[src/rtl/lc3_fetch_prefetch.sv]
// LC3 fetch stage with prefetch queue.
// Issues instruction-memory reads from the PC, captures each response one cycle later
// into a small tagged FIFO, and presents the head entry to decode via valid/ready.
// A branch redirect flushes the FIFO, discards any response still in flight and
// inserts a one-cycle bubble before fetching resumes at the target.

module lc3_fetch_prefetch #(
  parameter int                 ADDR_W   = 16,
  parameter int                 DATA_W   = 16,
  parameter logic [ADDR_W-1:0]  RESET_PC = 'h3000,
  parameter int                 DEPTH    = 4
) (
  input  logic                       clock,
  input  logic                       reset,
  input  logic                       enable_fetch,
  input  logic                       br_taken,
  input  logic [ADDR_W-1:0]          taddr,
  output logic                       instrmem_rd,
  output logic [ADDR_W-1:0]          imem_addr,
  input  logic [DATA_W-1:0]          imem_dout,
  output logic [ADDR_W-1:0]          pc,
  output logic [ADDR_W-1:0]          npc,
  output logic                       out_valid,
  input  logic                       out_ready,
  output logic [DATA_W-1:0]          out_instr,
  output logic [ADDR_W-1:0]          out_pc,
  output logic [ADDR_W-1:0]          out_npc,
  output logic [$clog2(DEPTH):0]     level
);

  localparam int PTR_W = $clog2(DEPTH);
  localparam int LVL_W = PTR_W + 1;
  localparam logic [LVL_W-1:0] DEPTH_L = LVL_W'(DEPTH);

  typedef enum logic {
    FETCH  = 1'b0,
    BUBBLE = 1'b1
  } state_t;

  state_t              state_q, state_d;
  logic [ADDR_W-1:0]   pc_q, pc_d;
  logic                inflight_q, inflight_d;
  logic [ADDR_W-1:0]   inflight_pc_q, inflight_pc_d;
  logic [PTR_W-1:0]    rd_ptr_q, rd_ptr_d;
  logic [PTR_W-1:0]    wr_ptr_q, wr_ptr_d;
  logic [LVL_W-1:0]    level_q, level_d;

  logic [DATA_W-1:0]   instr_mem_q [DEPTH];
  logic [ADDR_W-1:0]   tag_mem_q   [DEPTH];

  logic                issue;
  logic                push;
  logic                pop;
  logic [LVL_W-1:0]    occupancy;

  // Handshake decisions: when a read may issue, when a response lands, when decode takes one.
  // Occupancy counts the outstanding read so a returning response always has a free slot.
  always_comb begin
    occupancy = level_q + LVL_W'(inflight_q);
    issue     = (state_q == FETCH) && enable_fetch && !br_taken && !reset
                && (occupancy < DEPTH_L);
    push      = inflight_q && !br_taken && !reset;
    pop       = (level_q != '0) && out_ready;
  end

  // Next-state computation for the FSM, PC, in-flight tracking and queue pointers.
  always_comb begin
    state_d       = FETCH;
    pc_d          = pc_q;
    inflight_d    = issue;
    inflight_pc_d = inflight_pc_q;
    rd_ptr_d      = rd_ptr_q;
    wr_ptr_d      = wr_ptr_q;
    level_d       = level_q;

    if (issue) begin
      inflight_pc_d = pc_q;
      pc_d          = pc_q + ADDR_W'(1);
    end

    if (push) begin
      wr_ptr_d = wr_ptr_q + PTR_W'(1);
    end
    if (pop) begin
      rd_ptr_d = rd_ptr_q + PTR_W'(1);
    end
    level_d = level_q + LVL_W'(push) - LVL_W'(pop);

    if (br_taken) begin
      state_d  = BUBBLE;
      pc_d     = taddr;
      rd_ptr_d = '0;
      wr_ptr_d = '0;
      level_d  = '0;
    end
  end

  // Control registers: FSM state, PC, in-flight tag and queue bookkeeping.
  always_ff @(posedge clock) begin
    if (reset) begin
      state_q       <= FETCH;
      pc_q          <= RESET_PC;
      inflight_q    <= 1'b0;
      inflight_pc_q <= '0;
      rd_ptr_q      <= '0;
      wr_ptr_q      <= '0;
      level_q       <= '0;
    end else begin
      state_q       <= state_d;
      pc_q          <= pc_d;
      inflight_q    <= inflight_d;
      inflight_pc_q <= inflight_pc_d;
      rd_ptr_q      <= rd_ptr_d;
      wr_ptr_q      <= wr_ptr_d;
      level_q       <= level_d;
    end
  end

  // Queue storage: returning instruction and the PC it was fetched from.
  always_ff @(posedge clock) begin
    if (push) begin
      instr_mem_q[wr_ptr_q] <= imem_dout;
      tag_mem_q[wr_ptr_q]   <= inflight_pc_q;
    end
  end

  // Output drive: fetch-side address/PC and the head of the queue for decode.
  always_comb begin
    instrmem_rd = issue;
    imem_addr   = pc_q;
    pc          = pc_q;
    npc         = pc_q + ADDR_W'(1);
    out_valid   = (level_q != '0);
    out_instr   = instr_mem_q[rd_ptr_q];
    out_pc      = tag_mem_q[rd_ptr_q];
    out_npc     = tag_mem_q[rd_ptr_q] + ADDR_W'(1);
    level       = level_q;
  end

endmodule

[config.mk]
export PLATFORM = sky130hd
export DESIGN_NAME = lc3_fetch_prefetch
export DESIGN_NICKNAME = d
export VERILOG_FILES = /design/src/rtl/lc3_fetch_prefetch.sv
export SDC_FILE = /design/constraint.sdc
export NUM_CORES = 1
export LEC_CHECK = 0
export BUFFER_PORTS_ARGS = -buffer_cell sky130_fd_sc_hd__buf_4
export CAP_MARGIN = 10
export CORE_AREA = 2 2 96 144
export DETAILED_ROUTE_END_ITERATION = 12
export DIE_AREA = 0 0 98 146
export PLACE_DENSITY_LB_ADDON = 0.25
export SYNTH_ARGS = -nofsm -noshare
export SYNTH_HDL_FRONTEND = slang
export SYNTH_SLANG_ARGS = --single-unit
[constraint.sdc]
create_clock -name clock -period 3 [get_ports clock]
set_clock_uncertainty 0.15 [all_clocks]
set_input_delay 0.6 -clock clock [delete_from_list [all_inputs] [get_ports clock]]
set_output_delay 0.6 -clock clock [all_outputs]
set_load 0.01 [all_outputs]
* Yosys cells after proc, flatten, opt, wreduce, memory -nomap -nowiden *
Memory sizes are Yosys's and may differ from the RTL's. A register that Yosys moved wholly into a read port is not among the register bits.
Index checks and enable logic that the tools add are counted.
Widths: inputs -> output; s select.

cells by class
  $add $sub $neg = 7
  magnitude comparators = 1
  multiplexer cells = 9
  bitwise logic cells = 1
  reductions and logical operators = 12

operators with widths
  operator               number
  $add 16x1->16 const B  2
  $mux 16                2
  $mux 2                 4
  $logic_and 1x1->1      7
  $add 3x1->3            2
  $add 2x1->2 const B    2
  $lt 3x3->1 const B     1
  $mux 1                 3
  $reduce_bool 3->1      1
  $sub 3x1->3            1
  $logic_not 1->1        2
  $reduce_bool 2->1      1
  $reduce_or 2->1        1
  $not 1->1              1

word-level totals
  register bits = 41
  memory bits (writable) = 128
  bits of input ports = 37
  output and inout bits = 101
  logic and storage cells = 39
  memories = 2

memory list
  memory       words  width  read ports  clocked after memory_dff  wr ports  RTL line  RTL
  instr_mem_q  4      16     1           1                         1         48        logic [DATA_W-1:0] instr_mem_q [DEPTH];
  tag_mem_q    4      16     1           1                         1         49        logic [ADDR_W-1:0] tag_mem_q [DEPTH];

* Logic depth before layout (Yosys ltp) *
Gate-level depths: netlist of run 1.

  depth after elaboration = 7
  depth in mapped cells = 10

* Worst setup path before layout of run 1 *
Ideal clock, no wire load.

  path type = input to register
  from = in reset
  to = reg level_q[2] (netlist: level[2])
  library setup time = 115 ps
  data arrival time = 2242 ps
  required time = 2735 ps
  path slack = 494 ps
  cell stages on the path = 10
  cell sequence = buf_2 -> nor2_1 -> nand2_1 -> ha_1 -> inv_1 -> ha_1 -> fa_1 -> xnor2_1 -> xnor2_1 -> nor2_1

on the way
  word-level cells in the longest chain between the ends = 4

ends and longest elaborated chain
  what                    RTL line  RTL
  start: declaration      14        input logic reset,
  $logic_not 1->1         62        push = inflight_q && !br_taken && !reset;
  $logic_and 1x1->1       62
  $add 3x1->3             87        level_d = level_q + LVL_W'(push) - LVL_W'(pop);
  $sub 3x1->3             87
  end signal: assignment  115       level_q <= level_d;
  end: declaration        46        logic [LVL_W-1:0] level_q, level_d;

Parallel ways exist; a longest one is shown, timed or not.
A chain may end at the register's enable or synchronous reset.

==> key figures, run 1 <==
Timing
  – Max Slew Vio Count: 0
  – Final Worst Setup Slack: -51.68 ps
  – Final worst path period need: 3052 ps
  – Endpoints failing setup: 6
  – Slew @ Worst Pin: 527.1 ps
  – RSZ-0062 raised after global routing: true
  – Post-route setup TNS: -110.0 ps
  – Relative slew slack: 0.6461
  – Final hold viol count: 0
  – Max frequency: about 0.33 GHz
  – Final cycle utilization of the critical path: 1.017

Synth
  – Post-synth ARST share: 0
  – Mapped Area: 7067 um^2
  – Yosys top cell by area: edfxtp_1
  – Share of the synthesized area in the top cell type: 0.5439
  – Syn_area_per_cell: 15.10 um^2
  – Yosys cell types: 43
  – Largest cells by area after synthesis: edfxtp_1 54%, dfxtp_1 12%, mux4_2 10%
  – Synth Instances: 468
  – Top-count cell post-synth: edfxtp_1
  – Post-synth net total: between 500 and 600
  – Seq/Total Area, Yosys: 0.6657
  – YS warnings: 0
  – Post-synth EDFFs: 128
  – Synthesized flop and latch total: roughly 170
  – Top post-synthesis cells by count: 128 x edfxtp_1, 49 x nand2_1, 43 x dfxtp_1
  – Top_reg_cell synth: edfxtp_1

Min path
  – Hold crit path type: primary input to register

Clocking
  – Total CTS buffers: 17
  – H-tree level count: 4
  – CTS tree: done
  – Worst skew pair latency: 420 ps
  – CTS Sinks: approximately 170
  – Root Buffer: clkbuf_16
  – Clock Path Buffers: 2
  – Cts hold-fix bufs: 0
  – CTS clk-pin slew, worst paths: 70 ps

Place
  – DP HPWL: 9.737 mm
  – IO buf count: 137
  – Global placement routability congestion: approximately 0.84

Drt
  – WL per Instance: 19.70 um
  – Number of DRC markers in iteration 0: 230
  – Routed WL: ~16 mm
  – DR vias/cell: 5.623
  – Drt drc: 0
  – Final antenna-violating net count: 0
  – DRT Pass-1 Iters: 5
  – Via count: roughly 4500

Layout
  – # diodes: 0
  – # fillers: 859
  – Final net count: 667
  – Layout cells sized above 1: 0.4164
  – Area delta synth->final: 28.79%

Critical path
  – WP data required: 2250 ps
  – CP startpoint kind: register
  – Worst path max stage delay: 590 ps
  – Crit. End Element: output port
  – CP arrival: 2300 ps
  – CP bufs+invs: 2
  – Critical path class: register to output port
  – Crit-path slowest cell: mux4_2
  – CP delay by family, top: multiplexers
  – Cell Chain, Critical Path: buf_12 -> mux4_2 -> nand3_4 -> nand2b_4 -> nand3b_1 -> xnor2_1 -> buf_4
  – Max FO, Critical Path: 12

Power
  – VDD IR-drop max: between 0.0003 and 0.0004 V
  – Post-layout total power: between 5000 and 6000 uW
  – Leakage: 0.003492 uW
  – Power density cells: 578.4 nW/um^2

GRT
  – Vias in the first global route: 4577
  – GRT Total Usage: 0.2235
  – Largest net degree at the start of global routing: 37
  – Initial antenna violation count: 0
  – GRT overflow: 0
  – First-pass GRT wire length: 24.46 mm

Run status
  – Outcome: complete, but fails checks
  – Failing checks: negative setup slack

Die
  – Cell row count: 51
  – Die area: 14310 um^2
  – Die H: 146 um
  – Core ar.: 12950 um^2
  – Ports: about 140
  – Initial core utilization: 0.5455
  – Die width: between 90 and 100 um

Job
  – Maximum Capacitance Violations: 0
## layout make-up
cell class                 instances  area (um^2)  area share
clock buffer                      17        425.4     0.04674
tap                              159        198.9     0.02186
sequential                       171         4715      0.5180
timing repair buffer             172         1328      0.1459
multi-input combinational        243         2141      0.2352
clock inverter                    15        234.0     0.02571
inverter                          16        60.06    0.006599
## path summary, 6_finish.rpt
kind	start	to	slack, ps	cells after the start
min	imem_dout[11]	instr_mem_q[1][11]	230	1
min reg2reg	inflight_pc_q[9]	inflight_pc_q[9]	350	2
max	register	out_npc[15]	-50	7
max reg2reg	level[1]	level[2]	470	9
## cell usage in the layout (no fill, tap or decap), types with 2 or more instances in the layout
| cell type | netlist | layout |
|---|---|---|
| and2_1 | 4 | 4 |
| a21oi_1 | 30 | 30 |
| nor4_1 | 3 | 3 |
| xnor2_2 | 0 | 2 |
| nor3_1 | 5 | 4 |
| inv_1 | 15 | 15 |
| dfxtp_1 | 43 | 37 |
| ha_1 | 8 | 6 |
| buf_6 | 4 | 3 |
| nand2_4 | 1 | 2 |
| clkbuf_16 | 0 | 17 |
| and3_1 | 7 | 6 |
| mux4_2 | 32 | 32 |
| xnor2_1 | 26 | 24 |
| nor2_1 | 17 | 15 |
| bufinv_16 | 0 | 5 |
| a21o_1 | 2 | 2 |
| buf_4 | 17 | 167 |
| inv_6 | 0 | 6 |
| o2bb2ai_1 | 3 | 3 |
| nand3b_1 | 2 | 2 |
| buf_12 | 0 | 2 |
| nand4_1 | 5 | 5 |
| nand3_1 | 10 | 7 |
| dfxtp_2 | 0 | 5 |
| nand3_4 | 0 | 2 |
| edfxtp_1 | 128 | 128 |
| xor2_1 | 10 | 9 |
| or3_1 | 2 | 2 |
| clkinvlp_4 | 0 | 3 |
| a221o_1 | 2 | 2 |
| a22oi_1 | 8 | 8 |
| nand2_1 | 49 | 47 |
| o21ai_0 | 4 | 4 |
## per-stage QoR
step | instances | area (um^2) | util | worst slack (ps) | hold WS (ps)
CTS | 791 | 9037 | 0.6977 | -29.36 | 211.2
global placement | 741 | 8162 | 0.6301 | 141.6 | 319.9
global route | 793 | 9101 | 0.7026 | -145.0 | 208.0
detailed placement | 741 | 8162 | 0.6301 | 67.27 | 343.1
finish | 793 | 9101 | 0.7026 | -51.68 | 225.2
floorplan | 468 | 7067 | - | 493.7 | 310.0
## logic make-up (layout without fill, tap and decap cells)
group	count (synthesis)	in the layout	share of synthesized area
buffers and inverters	54	220	0.04515
DFF	171	171	0.6657
AOI/OAI and AO/OA	53	53	0.04639
and+or+nand+nor	112	112	0.07773
muxes	33	33	0.1034
xor gates and xnor gates	36	36	0.04462
adders and majority gates	9	9	0.01700
## report_power, final
group / internal [uW] / leakage [uW] / switching, uW
registers: 2550 / 0.00162 / 34.2
clock network: 1490 / 0.000312 / 926
logic: 132 / 0.00156 / 126
total: 4180 / 0.00349 / 1090
## sequential cells by signal, summed over array words and instances (netlist names), named ones only
register and cells:
tag_mem_q 64, level 3, state_q 1, instr_mem_q 64, inflight_pc_q 16, wr_ptr_q 2
rd_ptr_q 2, inflight_q 1, imem_addr 16
## layer usage
| metal | part of all wire | vias to the layer above | global-route usage |
|---|---|---|---|
| li1 | - | 2027 | - |
| met1 | 0.39 | 2221 | 0.2610 |
| met2 | 0.54 | 189 | 0.3986 |
| met3 | 0.058 | 22 | 0.04707 |
| met4 | 0.019 | 0 | 0.08958 |
| met5 | 0 | - | 0 |
## worst reg2reg max path: cells and delay by family, from the launching register on
kind	cells	cell delay (ps)
flip-flops	1	360
adder cells (fa/ha/maj)	3	880
buffers and inverters	1	40
XOR/XNOR	2	310
AND/OR/NAND/NOR	3	680
## timing repair
action | 4_1_cts | 5_1_grt
gates resized for setup | 19 | 12
pin swaps | 7 | 6
setup buffers | 18 | 2
endpoints found under the setup margin | 15 | 16
Power figures use the tool's default switching activity.
==> run 2, diff against run 1 <==
- ABC_AREA: not set -> 1
- CORE_AREA: 2 2 96 144 -> 2 2 99 148
- DIE_AREA: 0 0 98 146 -> 0 0 101 150
- RECOVER_POWER: not set -> 100
==> key figures, run 2 <==
Run status
  – Outcome: finished clean (was complete, but fails checks)

Power
  – Leakage: 0.003776 uW (was 0.003492 uW)
  – Switch share: 0.2210 (was 0.2063)
  – Post-layout total power: 4994 uW (was 5264 uW)
  – Logic gate share of total power: 0.046 (was 0.049)
  – Register share of total power: 0.518 (was 0.491)
  – Internal power: 3891 uW (was 4178 uW)
  – Clock power share: 0.436 (was 0.460)
  – Psw: 1103 uW (was 1086 uW)
  – Power density cells: 537.2 nW/um^2 (was 578.4 nW/um^2)
  – VDD IR-drop max: 0.0003988 V (was 0.0003974 V)

Timing
  – Max frequency: 0.3430 GHz (was 0.3277 GHz)
  – Final cycle utilization of the critical path: 0.9719 (was 1.017)
  – Max Slew Vio Count: 0 (unchanged)
  – Slew @ Worst Pin: 659.9 ps (was 527.1 ps)
  – Final hold viol count: 0 (unchanged)
  – Post-route setup TNS: 0 ps (was -110.0 ps)
  – Endpoints failing setup: 0 (was 6)
  – Final worst path period need: 2916 ps (was 3052 ps)
  – RSZ-0062 raised after global routing: true (unchanged)
  – Relative slew slack: 0.5601 (was 0.6461)
  – Final Worst Setup Slack: 84.34 ps (was -51.68 ps)

Drt
  – Routed WL: 18.12 mm (was 15.62 mm)
  – Drt drc: 0 (unchanged)
  – WL per Instance: 16.65 um (was 19.70 um)
  – DRT Pass-1 Iters: 5 (unchanged)
  – Final antenna-violating net count: 0 (unchanged)
  – Via count: 5905 (was 4459)
  – Number of DRC markers in iteration 0: 335 (was 230)
  – DR vias/cell: 5.427 (was 5.623)

Critical path
  – WP data required: 2250 ps (about the same)
  – Crit. End Element: output port (unchanged)
  – R2R Setup Slk: 920 ps (was 470 ps)
  – CP arrival: 2170 ps (was 2300 ps)
  – Reg2reg start: level[1] (unchanged)
  – CP startpoint kind: register (unchanged)
  – Worst R2R End: level[2] (unchanged)
  – Critical path class: register to output port (unchanged)
  – Max FO, Critical Path: 7 (was 12)
  – Setup crit end: out_npc[14] (was out_npc[15])
  – R2R depth: 10 (was 9)

Layout
  – Final net count: 957 (was 667)
  – Most common cell after layout, fill and taps aside: nand2_1 (was buf_4)
  – Most frequent cells in the layout: 208 x nand2_1, 128 x edfxtp_1, 98 x buf_4 (was 167 x buf_4, 128 x edfxtp_1, 47 x nand2_1)
  – Biggest regs: instr_mem_q (64), tag_mem_q (64) (unchanged)
  – Area delta synth->final: 22.04% (was 28.79%)
  – # diodes: 0 (unchanged)
  – Final std cells w/o fill: 1088 (was 793)
  – Layout cells sized above 1: 0.1928 (was 0.4164)
  – # fillers: 1072 (was 859)

Synth
  – Yosys top cell by area: edfxtp_1 (unchanged)
  – Largest cells by area after synthesis: edfxtp_1 50%, dfxtp_1 11%, nand2_1 10% (was edfxtp_1 54%, dfxtp_1 12%, mux4_2 10%)
  – Synth Instances: 773 (was 468)
  – Yosys cell types: 34 (was 43)
  – Post-synth ARST share: 0 (unchanged)
  – YS warnings: 0 (unchanged)
  – Share of the synthesized area in the top cell type: 0.5046 (was 0.5439)
  – Seq/Total Area, Yosys: 0.6176 (was 0.6657)
  – Synthesized flop and latch total: 171 (unchanged)
  – Post-synth net total: 819 (was 514)
  – Syn_area_per_cell: 9.854 um^2 (was 15.10 um^2)
  – Top-count cell post-synth: nand2_1 (was edfxtp_1)
  – Mapped Area: 7617 um^2 (was 7067 um^2)
  – Post-synth EDFFs: 128 (unchanged)
  – Top_reg_cell synth: edfxtp_1 (unchanged)
  – Top post-synthesis cells by count: 212 x nand2_1, 128 x edfxtp_1, 87 x nor2_1 (was 128 x edfxtp_1, 49 x nand2_1, 43 x dfxtp_1)

Die
  – Die area: 15150 um^2 (was 14310 um^2)
  – Cell row count: 53 (was 51)
  – Die H: 150 um (was 146 um)
  – Die width: 101 um (was 98 um)
  – Core ar.: 13930 um^2 (was 12950 um^2)
  – Initial core utilization: 0.5470 (was 0.5455)
  – Ports: 138 (unchanged)

GRT
  – GRT overflow: 0 (unchanged)
  – Initial antenna violation count: 0 (unchanged)
  – GRT Total Usage: 0.2380 (was 0.2235)
  – Vias in the first global route: 5714 (was 4577)
  – First-pass GRT wire length: 27.78 mm (was 24.46 mm)
  – Largest net degree at the start of global routing: 45 (was 37)

Clocking
  – CTS Sinks: 171 (unchanged)
  – CTS tree: done (unchanged)
  – Cts hold-fix bufs: 0 (unchanged)
  – Clock Path Buffers: 2 (unchanged)
  – Root Buffer: clkbuf_16 (unchanged)
  – Total CTS buffers: 17 (unchanged)
  – H-tree level count: 4 (unchanged)
  – Worst skew pair latency: 420 ps (about the same)
  – CTS clk-pin slew, worst paths: 70 ps (about the same)

Place
  – Pre-CTS setup slack: 334.3 ps (was 67.27 ps)
  – Placed insts: 1041 (was 741)
  – IO buf count: 137 (unchanged)
  – Global placement routability congestion: 0.9039 (was 0.8363)
  – DP HPWL: 11.72 mm (was 9.737 mm)

Job
  – Maximum Capacitance Violations: 0 (unchanged)

Min path
  – Hold crit path type: primary input to register (unchanged)
-- run 2: changes by cell type after synthesis, moves of 15 or more --
cell / change
o22ai_1: +15
inv_1: +33
nor2_1: +70
o21ai_0: +44
nand3_1: +38
mux4_2: -32
xnor2_1: -19
nand2_1: +163
-- run 2: worst min-delay path by stage --
stage	slack (ps)	endpoint	from	depth (start not counted)
floorplan	290	register	rd_ptr_q[1]	2
global placement	310	rd_ptr_q[0]	rd_ptr_q[0]	1
detailed placement	320	rd_ptr_q[0]	rd_ptr_q[0]	1
CTS	210	instr_mem_q[2][5]	imem_dout[5]	1
global route	230	imem_addr[0]	taddr[0]	3
finish	230	imem_addr[0]	taddr[0]	3
-- run 2: what timing repair did --
item / 4_1_cts / 5_1_grt
cloned: 0 / 3
pin swaps: 0 / 7
setup buffers: 0 / 13
resized for setup: 6 / 15
setup endpoints to repair: 11 / 11
-- run 2: metal layers --
| metal | track usage | wire [um] | up-vias |
|---|---|---|---|
| met1 | 0.2800 | 6983 | 2757 |
| met5 | 0 | 0 | - |
| li1 | - | - | 2841 |
| met3 | 0.03830 | 1182 | 34 |
| met2 | 0.4220 | 9478 | 273 |
| met4 | 0.1095 | 473 | 0 |
-- run 2: critical path, cell delays in order (launching register included) --
cell	delay (ps)
dfxtp_4	450
nor2_1	90
nor2_1	120
o21ai_0	100
nand2_1	180
ha_4	180
nand3_4	100
nor2_4	170
nand2_1	70
nand2_1	70
nand2_2	70
buf_4	140
-- run 2: power by group through the flow --
stage               clock, uW  combinational (uW)  sequential (uW)
finish                   2180                 229             2590
floorplan                   0                 132             2640
detailed placement          0                 260             2640
global placement            0                 255             2640
global route             2290                 253             2590
CTS                      2200                 262             2590
-- run 2: area by class of cell --
class	instances	area (um^2)	area share
Clock buffer	18	429.2	0.04616
Clock inverter	13	157.7	0.01696
Inverter	54	207.7	0.02234
Multi-Input combinational cell	500	2440	0.2624
Sequential cell	171	4708	0.5065
Tap cell	165	206.4	0.02221
Timing Repair Buffer	167	1147	0.1234
-- run 2: logic make-up after synthesis --
kind of cell | after synthesis | synth area share
simple gates | 373 | 0.2065
fa+ha+maj | 9 | 0.01577
compound gates | 100 | 0.07014
xor+xnor | 18 | 0.02168
flops | 171 | 0.6176
buf+inv | 102 | 0.06833
-- run 2: per-stage QoR --
step	area, um^2	hold WS [ps]	util
2_1_floorplan	7617	285.6	-
3_3_place_gp	8733	307.7	0.6271
3_5_place_dp	8733	322.6	0.6271
4_1_cts	9338	213.3	0.6705
5_1_grt	9296	228.8	0.6676
6_report	9296	225.0	0.6676
==> run 3, diff against run 2 <==
- CTS_BUF_LIST: not set -> sky130_fd_sc_hd__clkbuf_16
- SETUP_SLACK_MARGIN: not set -> 0.5
==> key figures, run 3 (synthesis gave the netlist of run 2 again) <==
Run status
  – Outcome: finished clean (unchanged)

Critical path
  – CP arrival: 2220 ps (was 2170 ps)
  – Worst R2R End: imem_addr[0] (was level[2])
  – Crit-path slowest cell: dfxtp_4 (unchanged)
  – CP delay by family, top: simple AND/OR/NAND/NOR gates (unchanged)
  – Cell Chain, Critical Path: buf_6 -> buf_8 -> nand2_1 -> nand3_2 -> nand2_4 -> nor2_4 -> nand2_2 -> nor2_4 -> nand2_1 -> nand2_1 -> nand2_1 -> buf_4 (was nor2_1 -> nor2_1 -> o21ai_0 -> nand2_1 -> ha_4 -> nand3_4 -> nor2_4 -> nand2_1 -> nand2_1 -> nand2_2 -> buf_4)
  – WP data required: 2250 ps (about the same)
  – CP bufs+invs: 3 (was 1)
  – Reg2reg start: inflight_q (was level[1])
  – Max FO, Critical Path: 8 (was 7)
  – Critical path class: register to output port (unchanged)
  – Cell mode on critical path: nand2_1 (unchanged)
  – R2R depth: 8 (was 10)
  – Crit. End Element: output port (unchanged)
  – R2R Setup Slk: 850 ps (was 920 ps)
  – Worst path max stage delay: 440 ps (was 450 ps)
  – CP startpoint kind: register (unchanged)

Clocking
  – Total CTS buffers: 17 (unchanged)
  – Root Buffer: clkbuf_16 (unchanged)
  – CTS clk-pin slew, worst paths: 70 ps (about the same)
  – Clock Path Buffers: 2 (unchanged)
  – Worst skew pair latency: 410 ps (was 420 ps)
  – CTS tree: done (unchanged)
  – CTS Sinks: 171 (unchanged)
  – H-tree level count: 4 (unchanged)

GRT
  – First-pass GRT wire length: 29.05 mm (was 27.78 mm)
  – GRT overflow: 0 (unchanged)
  – Vias in the first global route: 6036 (was 5714)
  – Largest net degree at the start of global routing: 33 (was 45)
  – Initial antenna violation count: 0 (unchanged)
  – GRT Total Usage: 0.2506 (was 0.2380)

Drt
  – Number of DRC markers in iteration 0: 370 (was 335)
  – Via count: 6212 (was 5905)
  – Drt drc: 0 (unchanged)
  – Routed WL: 19.90 mm (was 18.12 mm)
  – DR vias/cell: 5.612 (was 5.427)
  – DRT Pass-1 Iters: 6 (was 5)
  – WL per Instance: 17.97 um (was 16.65 um)
  – Final antenna-violating net count: 0 (unchanged)

Min path
  – Min-Delay Endpoint: imem_addr[0] (unchanged)
  – Hold Startpoint: taddr[0] (unchanged)
  – Hold crit path type: primary input to register (unchanged)
  – Hold Crit Depth: 3 (unchanged)

Place
  – IO buf count: 137 (unchanged)
  – DP HPWL: 12.08 mm (was 11.72 mm)
  – Pre-CTS setup slack: 359.7 ps (was 334.3 ps)
  – Global placement routability congestion: 0.8738 (was 0.9039)

Timing
  – Post-route setup TNS: 0 ps (unchanged)
  – RSZ-0062 raised after global routing: true (unchanged)
  – Slew @ Worst Pin: 1050 ps (was 659.9 ps)
  – Max Slew Vio Count: 0 (unchanged)
  – Endpoints failing setup: 0 (unchanged)
  – Final cycle utilization of the critical path: 0.9890 (was 0.9719)
  – Final worst path period need: 2967 ps (was 2916 ps)
  – Final Worst Setup Slack: 32.93 ps (was 84.34 ps)
  – Max frequency: 0.3370 GHz (was 0.3430 GHz)
  – Final hold viol count: 0 (unchanged)
  – Relative slew slack: 0.2997 (was 0.5601)

Die
  – Core ar.: 13930 um^2 (unchanged)
  – Initial core utilization: 0.5470 (unchanged)
  – Cell row count: 53 (unchanged)
  – Ports: 138 (unchanged)
  – Die H: 150 um (unchanged)
  – Die area: 15150 um^2 (unchanged)
  – Die width: 101 um (unchanged)

Job
  – Maximum Capacitance Violations: 0 (unchanged)

Layout
  – Area delta synth->final: 28.19% (was 22.04%)
  – Biggest regs: instr_mem_q (64), tag_mem_q (64) (unchanged)
  – Final net count: 976 (was 957)
  – Most common cell after layout, fill and taps aside: nand2_1 (unchanged)
  – Layout cells sized above 1: 0.2633 (was 0.1928)
  – Most frequent cells in the layout: 186 x nand2_1, 128 x edfxtp_1, 102 x buf_4 (was 208 x nand2_1, 128 x edfxtp_1, 98 x buf_4)
  – # diodes: 0 (unchanged)

Power
  – VDD IR-drop max: 0.0003497 V (was 0.0003988 V)
  – Leakage: 0.003962 uW (was 0.003776 uW)
  – Power density cells: 516.6 nW/um^2 (was 537.2 nW/um^2)
-- run 3: cell types whose count changed in the layout (fill, tap and decap cells not counted), moves of 9 or more --
| cell | change |
|---|---|
| nand2_1 | -22 |
| nand2_2 | +13 |
| nand2_4 | +9 |
| nand3_1 | -11 |
| nand3_2 | +11 |
| nor2_1 | -15 |
| nor2_4 | +10 |
-- run 3: area by class of cell --
cell class	instances	area (um^2)
Tap cell	165	206.4
Sequential cell	171	4713
Timing Repair Buffer	186	1314
Clock inverter	14	167.7
Fill cell	1026	4161
Clock buffer	17	425.4
Multi-Input combinational cell	500	2720
Inverter	54	217.7
-- run 3: power breakdown --
| part | switching, uW | internal [uW] | total (uW) |
|---|---|---|---|
| combinational | 146 | 104 | 250 |
| clock | 896 | 1310 | 2210 |
| sequential | 34.3 | 2550 | 2590 |
-- run 3: worst reg2reg max path, cell delays in order, from the launching register on --
cell      delay [ps]
dfxtp_1          450
nand3_1          100
nand2_1           90
nand3_2          100
inv_1            150
clkbuf_1         620
nand2_1          190
nand3_1          130
nand2_1           60
-- run 3: per-stage QoR --
| stage | utilization | hold slack (ps) | total power, uW | std cells | instance area (um^2) |
|---|---|---|---|---|---|
| after floorplan | - | 285.6 | 2771 | 773 | 7627 |
| after global placement | 0.6288 | 312.2 | 2897 | 1044 | 8756 |
| after detailed placement | 0.6288 | 326.5 | 2904 | 1044 | 8756 |
| after CTS | 0.7036 | 213.9 | 5082 | 1097 | 9798 |
| after global routing | 0.7012 | 222.0 | 5174 | 1107 | 9764 |
| final | 0.7012 | 234.0 | 5044 | 1107 | 9764 |
-- run 3: worst max-delay path by stage --
stage / slack [ps] / endpoint / from / depth (start not counted)
6_report: 30 / out_npc[9] / register / 12
5_1_grt: -50 / out_npc[9] / register / 12
4_1_cts: 140 / out_npc[6] / register / 11
3_5_place_dp: 360 / out_npc[4] / register / 9
3_3_place_gp: 460 / out_npc[14] / register / 11
2_1_floorplan: 400 / instr_mem_q[0][0] / reset / 6
-- run 3: metal layers --
| layer | track usage | up-vias | share of wire |
|---|---|---|---|
| met3 | 0.05044 | 47 | 0.073 |
| met4 | 0.1203 | 0 | 0.026 |
| met5 | 0 | - | 0 |
| li1 | - | 2885 | - |
| met2 | 0.4553 | 324 | 0.53 |
| met1 | 0.2753 | 2956 | 0.37 |
-- run 3: repair_timing --
action                     4_1_cts  5_1_grt
pin swaps                       28       33
setup endpoints to repair       57       52
hold buffers                     0        0
gates resized for setup         88       76
cloned                           3        1
setup buffers                   19        9
